--- src/rtl/spi_slave.sv ---
// SPI mode-0 target endpoint: oversampled SCK/CSn/MOSI, MSB-first fixed-width words,
// one-entry transmit holding register and a single-cycle receive strobe.
module spi_slave #(
    parameter int unsigned K_WIDTH = 16,
    parameter int unsigned K_SYNC  = 2
) (
    input  logic               i_clk,
    input  logic               i_rstn,
    input  logic               i_sck,
    input  logic               i_csn,
    input  logic               i_mosi,
    output logic               o_miso,
    output logic               o_miso_oe,
    input  logic [K_WIDTH-1:0] i_data,
    input  logic               i_load,
    output logic               o_tx_ready,
    output logic [K_WIDTH-1:0] o_data,
    output logic               o_valid,
    output logic               o_underrun,
    output logic               o_busy
);

    localparam int unsigned CNT_W = (K_WIDTH > 2) ? $clog2(K_WIDTH) : 1;

    typedef enum logic {
        ST_IDLE  = 1'b0,
        ST_SHIFT = 1'b1
    } state_t;

    // Synchronizer chains; CSn idles high so its chain resets to 1
    logic [K_SYNC-1:0] sck_sync;
    logic [K_SYNC-1:0] csn_sync;
    logic [K_SYNC-1:0] mosi_sync;
    logic              sck_prev;
    logic              csn_prev;

    logic              sck_s;
    logic              csn_s;
    logic              mosi_s;

    logic              sck_rise_c;
    logic              sck_fall_c;
    logic              csn_rise_c;
    logic              csn_fall_c;

    state_t            state;
    logic [CNT_W-1:0]  bit_cnt;
    logic [K_WIDTH-1:0] rx_shift;
    logic [K_WIDTH-1:0] tx_shift;
    logic [K_WIDTH-1:0] holding;
    logic              first_pending;

    logic              load_acc_c;
    logic              word_start_c;
    logic              last_bit_c;
    logic [K_WIDTH-1:0] start_word_c;
    logic              start_underrun_c;

    // Input synchronizers and previous-value flops for edge detection
    always_ff @(posedge i_clk or negedge i_rstn) begin
        if (!i_rstn) begin
            sck_sync  <= '0;
            csn_sync  <= '1;
            mosi_sync <= '0;
            sck_prev  <= 1'b0;
            csn_prev  <= 1'b1;
        end else begin
            sck_sync  <= {sck_sync[K_SYNC-2:0], i_sck};
            csn_sync  <= {csn_sync[K_SYNC-2:0], i_csn};
            mosi_sync <= {mosi_sync[K_SYNC-2:0], i_mosi};
            sck_prev  <= sck_sync[K_SYNC-1];
            csn_prev  <= csn_sync[K_SYNC-1];
        end
    end

    assign sck_s  = sck_sync[K_SYNC-1];
    assign csn_s  = csn_sync[K_SYNC-1];
    assign mosi_s = mosi_sync[K_SYNC-1];

    assign sck_rise_c = sck_s & ~sck_prev;
    assign sck_fall_c = ~sck_s & sck_prev;
    assign csn_rise_c = csn_s & ~csn_prev;
    assign csn_fall_c = ~csn_s & csn_prev;

    // Word-start selection: same-cycle load bypasses holding, else holding, else zero (underrun)
    always_comb begin
        load_acc_c       = i_load & o_tx_ready;
        last_bit_c       = (bit_cnt == CNT_W'(K_WIDTH - 1));
        word_start_c     = 1'b0;
        start_word_c     = '0;
        start_underrun_c = 1'b0;

        if (state == ST_IDLE) begin
            word_start_c = csn_fall_c;
        end else begin
            word_start_c = ~csn_rise_c & sck_fall_c & (bit_cnt == '0) & ~first_pending;
        end

        if (load_acc_c) begin
            start_word_c = i_data;
        end else if (!o_tx_ready) begin
            start_word_c = holding;
        end else begin
            start_word_c     = '0;
            start_underrun_c = 1'b1;
        end
    end

    // Transfer FSM, shift registers and holding-register handshake
    always_ff @(posedge i_clk or negedge i_rstn) begin
        if (!i_rstn) begin
            state         <= ST_IDLE;
            bit_cnt       <= '0;
            rx_shift      <= '0;
            tx_shift      <= '0;
            holding       <= '0;
            first_pending <= 1'b0;
            o_tx_ready    <= 1'b1;
            o_data        <= '0;
            o_valid       <= 1'b0;
            o_underrun    <= 1'b0;
            o_miso_oe     <= 1'b0;
        end else begin
            o_valid    <= 1'b0;
            o_underrun <= 1'b0;
            o_miso_oe  <= ~csn_s;

            if (load_acc_c && !word_start_c) begin
                holding    <= i_data;
                o_tx_ready <= 1'b0;
            end

            if (word_start_c) begin
                tx_shift   <= start_word_c;
                o_underrun <= start_underrun_c;
                if (!load_acc_c && !o_tx_ready) begin
                    o_tx_ready <= 1'b1;
                end
            end

            case (state)
                ST_IDLE: begin
                    if (csn_fall_c) begin
                        state         <= ST_SHIFT;
                        bit_cnt       <= '0;
                        rx_shift      <= '0;
                        first_pending <= 1'b1;
                    end
                end
                ST_SHIFT: begin
                    if (csn_rise_c) begin
                        state         <= ST_IDLE;
                        bit_cnt       <= '0;
                        first_pending <= 1'b0;
                    end else if (sck_rise_c) begin
                        rx_shift      <= {rx_shift[K_WIDTH-2:0], mosi_s};
                        first_pending <= 1'b0;
                        if (last_bit_c) begin
                            o_data  <= {rx_shift[K_WIDTH-2:0], mosi_s};
                            o_valid <= 1'b1;
                            bit_cnt <= '0;
                        end else begin
                            bit_cnt <= bit_cnt + CNT_W'(1);
                        end
                    end else if (sck_fall_c) begin
                        if (bit_cnt != '0) begin
                            tx_shift <= {tx_shift[K_WIDTH-2:0], 1'b0};
                        end else if (first_pending) begin
                            first_pending <= 1'b0;
                        end
                    end
                end
                default: begin
                    state <= ST_IDLE;
                end
            endcase
        end
    end

    assign o_busy = (state != ST_IDLE);
    assign o_miso = o_miso_oe & tx_shift[K_WIDTH-1];

endmodule
--- config.mk ---
export PLATFORM = sky130hd
export DESIGN_NAME = spi_slave
export DESIGN_NICKNAME = d
export VERILOG_FILES = /design/src/rtl/spi_slave.sv
export SDC_FILE = /design/constraint.sdc
export NUM_CORES = 1
export LEC_CHECK = 0
export BUFFER_PORTS_ARGS = -buffer_cell sky130_fd_sc_hd__buf_4
export CAP_MARGIN = 20
export CORE_UTILIZATION = 50
export CTS_BUF_LIST = sky130_fd_sc_hd__clkbuf_2
export CTS_CLUSTER_DIAMETER = 80
export DETAILED_ROUTE_END_ITERATION = 10
export PLACE_DENSITY_LB_ADDON = 0.05
export SETUP_SLACK_MARGIN = 0.5
export SYNTH_ARGS = -nofsm -noshare
export SYNTH_HDL_FRONTEND = slang
export SYNTH_SLANG_ARGS = --single-unit
--- constraint.sdc ---
create_clock -name i_clk -period 1.6 [get_ports i_clk]
set_input_delay 0.24 -clock i_clk [delete_from_list [all_inputs] [get_ports i_clk]]
set_output_delay 0.24 -clock i_clk [all_outputs]
set_load 0.03 [all_outputs]
Word level (Yosys, flattened, before mapping)
Cells that the tools add are included.
{"block": "classes", "eq_ne": 7, "n_reduce_logical": 11, "bitwise_logic": 16, "addsub": 1, "mux": 37}
{"op": "$mux W16", "count": 8}
{"op": "$mux W15", "count": 3}
{"op": "$pmux W15 S2", "count": 1}
{"op": "$mux W1", "count": 18}
{"op": "$mux W4", "count": 4}
{"op": "$and A1 B1 Y1", "count": 9}
{"op": "$ne A4 B4 Y1 const B", "count": 2}
{"op": "$pmux W4 S2", "count": 1}
{"op": "$not A1 Y1", "count": 7}
{"op": "$ne A2 B2 Y1 const B", "count": 3}
{"op": "$reduce_and A3 Y1", "count": 2}
{"op": "$add A4 B1 Y4 const B", "count": 1}
{"op": "$eq A4 B4 Y1 const B", "count": 1}
{"op": "$logic_not A4 Y1", "count": 1}
{"op": "$pmux W1 S2", "count": 2}
{"op": "$reduce_and A4 Y1", "count": 1}
{"op": "$reduce_bool A4 Y1", "count": 1}
{"op": "$logic_not A1 Y1", "count": 3}
{"op": "$ne A3 B3 Y1 const B", "count": 1}
{"op": "$logic_and A1 B1 Y1", "count": 2}
{"op": "$reduce_and A2 Y1", "count": 1}
{"block": "word_totals", "reg_bits": 81, "elab_cells": 88, "output_inout_bits": 22, "inputBits": 22}

Longest topological paths before layout
Gate-level depths: netlist (run 1).
{"block": "logic_depth", "depth_word": 13, "ltp_mapped": 8, "mapped_depth_nobuf": 6}

Worst setup path after synthesis (run 1)
Ideal clock, no wire load.
{"block": "synth_path", "path_kind": "reg2reg", "startpoint": "register state (netlist: o_busy)", "endpoint": "register holding[10]", "t_required_ns": 1.475, "setup_time_ns": 0.125, "slack_ns": -0.297, "n_path_buf": 3, "arrival_ns": 1.773, "stages_incl_launch_ff": 7, "synth_period_minus_slack_ns": 1.897, "path_cell_list": "dfrtp_1 -> buf_2 -> or2_2 -> clkbuf_1 -> nand4_4 -> buf_4 -> mux2_2"}
{"block": "synth_via", "elab_chain_cells": 3}
{"element": "start, declared", "line": "46", "rtl": "state_t state;"}
{"element": "start signal, assigned", "line": "112", "rtl": "state <= ST_IDLE;"}
{"element": "start signal, assigned", "line": "144", "rtl": "state <= ST_SHIFT;"}
{"element": "start signal, assigned", "line": "152", "rtl": "state <= ST_IDLE;"}
{"element": "$mux W1", "line": "93", "rtl": "if (state == ST_IDLE) begin"}
{"element": "$logic_not A1 Y1", "line": "128", "rtl": "if (load_acc_c && !word_start_c) begin"}
{"element": "$logic_and A1 B1 Y1", "line": "128"}
{"element": "end signal, assigned", "line": "129", "rtl": "holding <= i_data;"}
{"element": "end, declared", "line": "50", "rtl": "logic [K_WIDTH-1:0] holding;"}
Every way passes these cells.
A chain may end at the register's enable or synchronous reset.

Final worst setup path (run 1)
{"block": "layout_path", "startpoint": "register bit_cnt[1]", "endpoint": "register holding[6]"}
{"block": "layout_via", "elab_chain_cells": 6}
{"element": "start, declared", "line": "47", "rtl": "logic [CNT_W-1:0] bit_cnt;"}
{"element": "start signal, assigned", "line": "163", "rtl": "bit_cnt <= bit_cnt + CNT_W'(1);"}
{"element": "$logic_not A4 Y1", "line": "96", "rtl": "word_start_c = ~csn_rise_c & sck_fall_c & (bit_cnt == '0) & ~first_pending;"}
{"element": "$and A1 B1 Y1 (2 in series)", "line": "96"}
{"element": "$mux W1", "line": "93"}
{"element": "$logic_not A1 Y1", "line": "128"}
{"element": "$logic_and A1 B1 Y1", "line": "128"}
Every way passes these cells.

==> out/metrics.csv, run 1 <==
stage,metric,value,unit
routing,WL/cell,15.7,microns
critical_path,CP required,2.00,ns
clock_tree,clock root cell,clkbuf_2,
placed_design,DP Area,0.00437,sq mm
clock_tree,CTS sink count,81,
clock_tree,Worst-path clk slew,0.26,ns
synthesis,most instantiated cells after synthesis,"77 x dfrtp_1, 51 x nand2_1, 46 x nor2_1",
synthesis,cells after synthesis,355,
die,CORE AREA,0.00694,sq mm
synthesis,Mapped Area,0.00367,sq mm
synthesis,count of state elements after synthesis,81,
final_layout,post-layout util,77.6,%
critical_path,"Data arrival, critical path",2.17,ns
routing,post-route DRC violation count,0,
placed_design,Inst Count DP,493,
timing,Clock Skews,0.0476,ns
die,IO Count,44,
final_layout,area of the multi-input gates,0.00174,sq mm
critical_path,CP Launch Type,flip-flop,
final_layout,Finished Cell Area,0.00539,sq mm
clock_tree,CTS tree,yes,
clock_tree,CTS Buffer Depth,2,
synthesis,most frequent cell after synthesis,dfrtp_1,
hold_path,Tightest Hold Check Type,primary input to async pin,
clock_tree,# H-tree levels,3,
run_status,failing checks,setup timing,
synthesis,Synth async-reset ratio,100,%
grt,total track usage,24.2,%
final_layout,layout cells sized above 1,43.6,%
synthesis,Syn. warnings,0,
synthesis,cell accounting for the most synthesized area,dfrtp_1,
critical_path,worst r2r src,bit_cnt[1],
final_layout,Final nets,487,
critical_path,crit end category,flip-flop,
placed_design,# port buffers,43,
routing,drt first pass iters,5,
critical_path,CP top delay family,simple AND/OR/NAND/NOR gates,
placed_design,GP Congestion,0.807,
critical_path,crit-path max FO,4,
synthesis,"Seq/Total Area, Yosys",55.4,%
final_layout,register area,0.00203,sq mm
timing,WHS,0.103,ns
grt,grt total ovfl,0,
critical_path,CP cell instances,inv_1 -> ha_2 -> nor4b_4 -> nand4_4 -> nand4_4 -> clkbuf_16 -> mux2_4,
routing,DRT antenna net count,0,
clock_tree,Inserted Clock Buffers,9,
final_layout,Finished Layout Cells,564,
die,Rows,30,
grt,vias in the first global route,2783,
synthesis,Cell variety after synth,38,
run,Max Cap Viol,0,
die,Initial Util,52.9,%
grt,initial antenna violation count,0,
critical_path,crit path launch,bit_cnt[1],
critical_path,CP dominant cell by count,nand4_4,
synthesis,Synth Area per Inst,10.3,sq um
synthesis,"EDFF count, synth",0,
timing,RSZ-0062 raised after global routing,yes,
timing,post-layout min period,1.77,ns
timing,worst setup margin,-0.169,ns
timing,maximum clock rate,565,MHz
timing,Slew HR,77.4,%
die,die span in x,87.7,microns
die,Die Ht,87.7,microns
synthesis,share of the synthesized area in the top cell type,52.5,%
die,Die Footprint,0.00769,sq mm
timing,worst slew pin tran,0.339,ns
timing,Final Hold Fails,0,
synthesis,ys flop type,dfrtp_1,
critical_path,CP max-delay cell,dfrtp_1,
routing,via count,2891,
final_layout,Area Overhead vs Synth,46.9,%
placed_design,DPL Wire Length,5150,microns
final_layout,ANT cells,0,
power,Leakage,2.53,nW
grt,first-pass GRT wire length,14000,microns
run_status,status,"finished, violations left",
synthesis,top post-synthesis cells by area,"dfrtp_1 52%, nand2_1 5.2%, mux2_2 4.9%",
routing,Total Wirelength,8840,microns
clock_tree,"Clk Latency, worst-skew pair",0.53,ns
final_layout,Filler Cell Count,450,
routing,drt first-iter violations,199,
timing,Final setup viols,35,
critical_path,critical path's largest stage delay,0.43,ns
power,total power per unit cell area,1050,mW/mm^2
critical_path,CP bufs+invs,2,
critical_path,crit path kind,flip-flop to flip-flop,
timing,period utilization,111,%
timing,Final Max Tran Viols,0,
power,maximum VDD drop,0.723,mV
timing,setup TNS,-3.89,ns
routing,Vias/cell,5.13,
grt,largest net degree at the start of global routing,28,
synthesis,Mapped Nets,379,
-- cell families after synthesis --
logic type / Yosys count / share of synthesized area [%]
AOI/OAI and AO/OA: 72 / 12.7
and+or+nand+nor: 120 / 15.4
buffers and inverters: 46 / 5.93
DFF: 81 / 55.4
adders and majority gates: 2 / 0.682
muxes: 34 / 9.85
-- final cells by class --
class	count	share of cell area, %
Clock buffer	11	1.02
Multi-Input combinational cell	229	32.3
Sequential cell	81	37.7
Clock inverter	5	1.02
Timing Repair Buffer	121	24.3
Inverter	21	1.46
Tap cell	96	2.23
-- where the power goes --
group	total, W	switching [W]	internal, W
Combinational	0.00184	0.000798	0.00105
Sequential	0.00274	0.000257	0.00248
Clock	0.00110	0.000726	0.000372
-- path summary, 6_finish.rpt --
check | slack (ns) | to | cells past startpoint
max | -0.17 | holding[6] | 7
min | 0.10 | o_data[14] | 2
max reg2reg | -0.17 | holding[6] | 7
min reg2reg | 0.37 | csn_sync[1] | 0
max in group asynchronous | 0.92 | csn_sync[1] | 3
min in group i_clk | 0.16 | o_tx_ready | 3
-- placed cells by master, fill, tap and decap left out, types with 2 or more instances in the layout --
| cell type | synthesis | layout |
|---|---|---|
| nand2_2 | 0 | 11 |
| clkbuf_2 | 0 | 11 |
| mux2i_1 | 17 | 16 |
| nor2_1 | 46 | 42 |
| nand2_4 | 0 | 7 |
| buf_6 | 4 | 32 |
| and2_4 | 1 | 3 |
| nor2_2 | 0 | 4 |
| clkbuf_16 | 0 | 2 |
| nand2b_1 | 5 | 4 |
| o21ai_1 | 0 | 7 |
| and3_4 | 0 | 2 |
| inv_1 | 21 | 21 |
| a21oi_1 | 33 | 33 |
| buf_4 | 3 | 51 |
| dlygate4sd3_1 | 0 | 20 |
| a211oi_2 | 8 | 15 |
| nand4_4 | 2 | 2 |
| buf_12 | 0 | 9 |
| nand2_1 | 51 | 33 |
| dfstp_2 | 4 | 4 |
| nand4_1 | 3 | 3 |
| o21ai_2 | 0 | 8 |
| mux2_4 | 0 | 17 |
| buf_8 | 0 | 5 |
| dfrtp_1 | 77 | 76 |
-- timing repair --
item | CTS | global route
setup buffers | 13 | 16
resized for setup | 50 | 63
endpoints found under the hold margin | 96 | 0
pin swaps | 7 | 23
cloned | 4 | 2
hold buffers | 20 | 0
setup endpoints to repair | 93 | 94
-- routing by layer --
metal  wire length (microns)  track usage [%]
met1                    4400             38.6
met2                    4070             33.1
met3                     258             3.96
met4                     112             8.79
met5                       0                0
-- flip-flops by register name (all words and copies together) (netlist names), 2 cells and up --
register	cells
bit_cnt	4
csn_sync	2
holding	16
mosi_sync	2
o_data	16
rx_shift	15
sck_sync	2
tx_shift	16
-- metrics by stage --
step / setup slack, ns / power [W]
2_1_floorplan: -0.174 / 0.00386
4_1_cts: -0.145 / 0.00554
6_report: -0.169 / 0.00568
3_5_place_dp: -0.172 / 0.00426
5_1_grt: -0.257 / 0.00599
3_3_place_gp: -0.128 / 0.00419
No activity file was read; power rests on OpenSTA's default activity.
==> inputs of run 2 (changes only) <==
--- a/config.mk
+++ b/config.mk
@@ -8,5 +8,4 @@
 export BUFFER_PORTS_ARGS = -buffer_cell sky130_fd_sc_hd__buf_4
-export CAP_MARGIN = 20
 export CORE_UTILIZATION = 50
-export CTS_BUF_LIST = sky130_fd_sc_hd__clkbuf_2
+export CTS_BUF_LIST = sky130_fd_sc_hd__clkbuf_4 sky130_fd_sc_hd__clkbuf_8 sky130_fd_sc_hd__clkbuf_16
 export CTS_CLUSTER_DIAMETER = 80
==> constraint.sdc (replaced) <==
create_clock -name i_clk -period 1.6 [get_ports i_clk]
set_input_delay 0.32 -clock i_clk [delete_from_list [all_inputs] [get_ports i_clk]]
set_output_delay 0.32 -clock i_clk [all_outputs]
set_load 0.03 [all_outputs]
==> out/metrics.csv, run 2 (synthesized netlist as in run 1, its figures left out) <==
stage,metric,value,unit
run_status,status,"finished, violations left",
run_status,failing checks,setup timing,
critical_path,CP max-delay cell,dfrtp_1,
critical_path,CP cell instances,inv_1 -> ha_2 -> nor4b_4 -> nand4_4 -> nand4_4 -> buf_12 -> mux2_4,
power,Leakage,2.46,nW
grt,total track usage,22.9,%
timing,period utilization,105,%
final_layout,"commonest non-fill, non-tap cells in the layout","76 x dfrtp_1, 51 x buf_4, 43 x nand2_1, 38 x nor2_1, 32 x buf_6",
timing,WHS,0.0734,ns
routing,drt first pass iters,4,
critical_path,crit-path max FO,9,
grt,first-pass GRT wire length,13200,microns
timing,Final setup viols,45,
timing,worst setup margin,-0.0872,ns
critical_path,CP bufs+invs,2,
placed_design,DP Area,0.00440,sq mm
routing,post-route DRC violation count,0,
critical_path,Worst Reg2Reg Path Length in Cells,7,
routing,drt first-iter violations,186,
final_layout,Filler Cell Count,478,
critical_path,crit end category,flip-flop,
clock_tree,# H-tree levels,3,
die,Die Ht,87.7,microns
timing,Slew HR,77.3,%
hold_path,hold path startpoint,i_mosi,
timing,Final Hold Fails,0,
routing,via count,2846,
grt,largest net degree at the start of global routing,36,
grt,vias in the first global route,2707,
clock_tree,"Clk Latency, worst-skew pair",0.35,ns
die,Initial Util,52.9,%
critical_path,CP dominant cell by count,nand4_4,
critical_path,worst r2r src,bit_cnt[1],
final_layout,Finished Cell Area,0.00525,sq mm
power,Seq pwr share,45.4,%
critical_path,CP required,1.84,ns
die,die span in x,87.7,microns
power,total power per unit cell area,1160,mW/mm^2
clock_tree,Worst-path clk slew,0.08,ns
power,Combinational Power Share,28.7,%
grt,grt total ovfl,0,
clock_tree,Inserted Clock Buffers,9,
run,Max Cap Viol,0,
power,maximum VDD drop,0.562,mV
critical_path,CP Launch Type,flip-flop,
critical_path,"reg-to-reg slack, setup",-0.09,ns
timing,post-layout min period,1.69,ns
clock_tree,CTS tree,yes,
timing,Clock Skews,0.0128,ns
clock_tree,CTS Buffer Depth,2,
placed_design,DPL Wire Length,4810,microns
routing,Total Wirelength,8650,microns
power,Psw,0.00183,W
die,IO Count,44,
final_layout,Final nets,467,
critical_path,crit path kind,flip-flop to flip-flop,
power,clock power share,25.8,%
timing,setup TNS,-2.22,ns
final_layout,largest registers,"holding: 16 flops, o_data: 16 flops, tx_shift: 16 flops",
die,CORE AREA,0.00694,sq mm
placed_design,# port buffers,43,
timing,worst slew pin tran,0.340,ns
hold_path,WHS Path Cells,1,
clock_tree,CTS sink count,81,
final_layout,ANT cells,0,
power,Switching Fraction,30.1,%
critical_path,"Data arrival, critical path",1.93,ns
routing,Vias/cell,5.23,
grt,initial antenna violation count,0,
placed_design,GP Congestion,0.809,
final_layout,"commonest non-fill, non-tap cell in the layout",dfrtp_1,
hold_path,hold endpoint,mosi_sync[0],
routing,WL/cell,15.9,microns
critical_path,worst r2r dst,holding[14],
timing,maximum clock rate,593,MHz
clock_tree,clock root cell,clkbuf_8,
die,Die Footprint,0.00769,sq mm
hold_path,Tightest Hold Check Type,primary input to flip-flop,
die,Rows,30,
timing,Final Max Tran Viols,0,
final_layout,layout cells sized above 1,44.6,%
timing,RSZ-0062 raised after global routing,yes,
routing,DRT antenna net count,0,
final_layout,Area Overhead vs Synth,43.1,%
power,internal power,0.00424,W
critical_path,CP top delay family,simple AND/OR/NAND/NOR gates,
critical_path,critical path's largest stage delay,0.39,ns
==> run 2: cell types whose count changed in the layout (fill, tap and decap cells not counted), sizes merged <==
cell	delta
buf	+1
clkbuf	-2
bufbuf	-1
dlygate4sd3	-19
and2	+1
==> run 2: stage by stage <==
stage          utilization, %  cells  power [W]  setup slack, ns
2_1_floorplan               -    355    0.00387           -0.174
3_3_place_gp             63.3    495    0.00421          -0.0923
3_5_place_dp             63.3    495    0.00425           -0.122
4_1_cts                  73.5    533    0.00602          -0.0914
5_1_grt                  75.6    544    0.00637           -0.163
6_report                 75.6    544    0.00607          -0.0872
==> run 2: worst max-delay path by stage <==
stage	end	start	cells past startpoint
2_1_floorplan	holding[10]	bit_cnt[0]	7
3_3_place_gp	tx_shift[1]	bit_cnt[1]	7
3_5_place_dp	tx_shift[1]	bit_cnt[1]	7
4_1_cts	holding[14]	bit_cnt[0]	7
5_1_grt	holding[14]	bit_cnt[0]	7
6_report	holding[14]	bit_cnt[1]	7
==> run 2: worst reg2reg max path, delay by kind of cell, from the launching register on <==
family / cells / cell delay (ns)
DFF: 1 / 0.39
adders and majority gates: 1 / 0.16
buffers and inverters: 2 / 0.22
and+or+nand+nor: 3 / 0.52
muxes: 1 / 0.30
==> run 2: metal layers <==
layer | vias up | GRT usage (%) | wire [microns]
met5 | - | 0 | 0
met4 | 0 | 7.60 | 80
met3 | 8 | 3.58 | 244
met2 | 47 | 36.9 | 4400
met1 | 1415 | 31.7 | 3930
li1 | 1376 | - | -
==> run 2: cell type report <==
cell class	count	area [sq um]	share of cell area, %
clock buffer	11	145	2.76
clock inverter	5	63.8	1.21
inverter	21	78.8	1.50
multi-input combinational	230	1710	32.6
sequential	81	2030	38.7
tap	96	120	2.29
timing repair buffer	100	1100	20.9
==> run 2: power by group through the flow <==
stage | sequential, W | clock, W | combinational, W
detailed placement | 0.00278 | 0 | 0.00147
global placement | 0.00277 | 0 | 0.00144
global route | 0.00281 | 0.00167 | 0.00189
finish | 0.00276 | 0.00157 | 0.00174
floorplan | 0.00272 | 0 | 0.00114
CTS | 0.00275 | 0.00158 | 0.00168
==> run 2: what timing repair did <==
item,CTS,global route
cloned,6,0
pin swaps,10,5
hold buffers,1,0
hold endpoints to repair,20,0
setup buffers,15,11
setup endpoints to repair,93,94
gates resized for setup,78,14
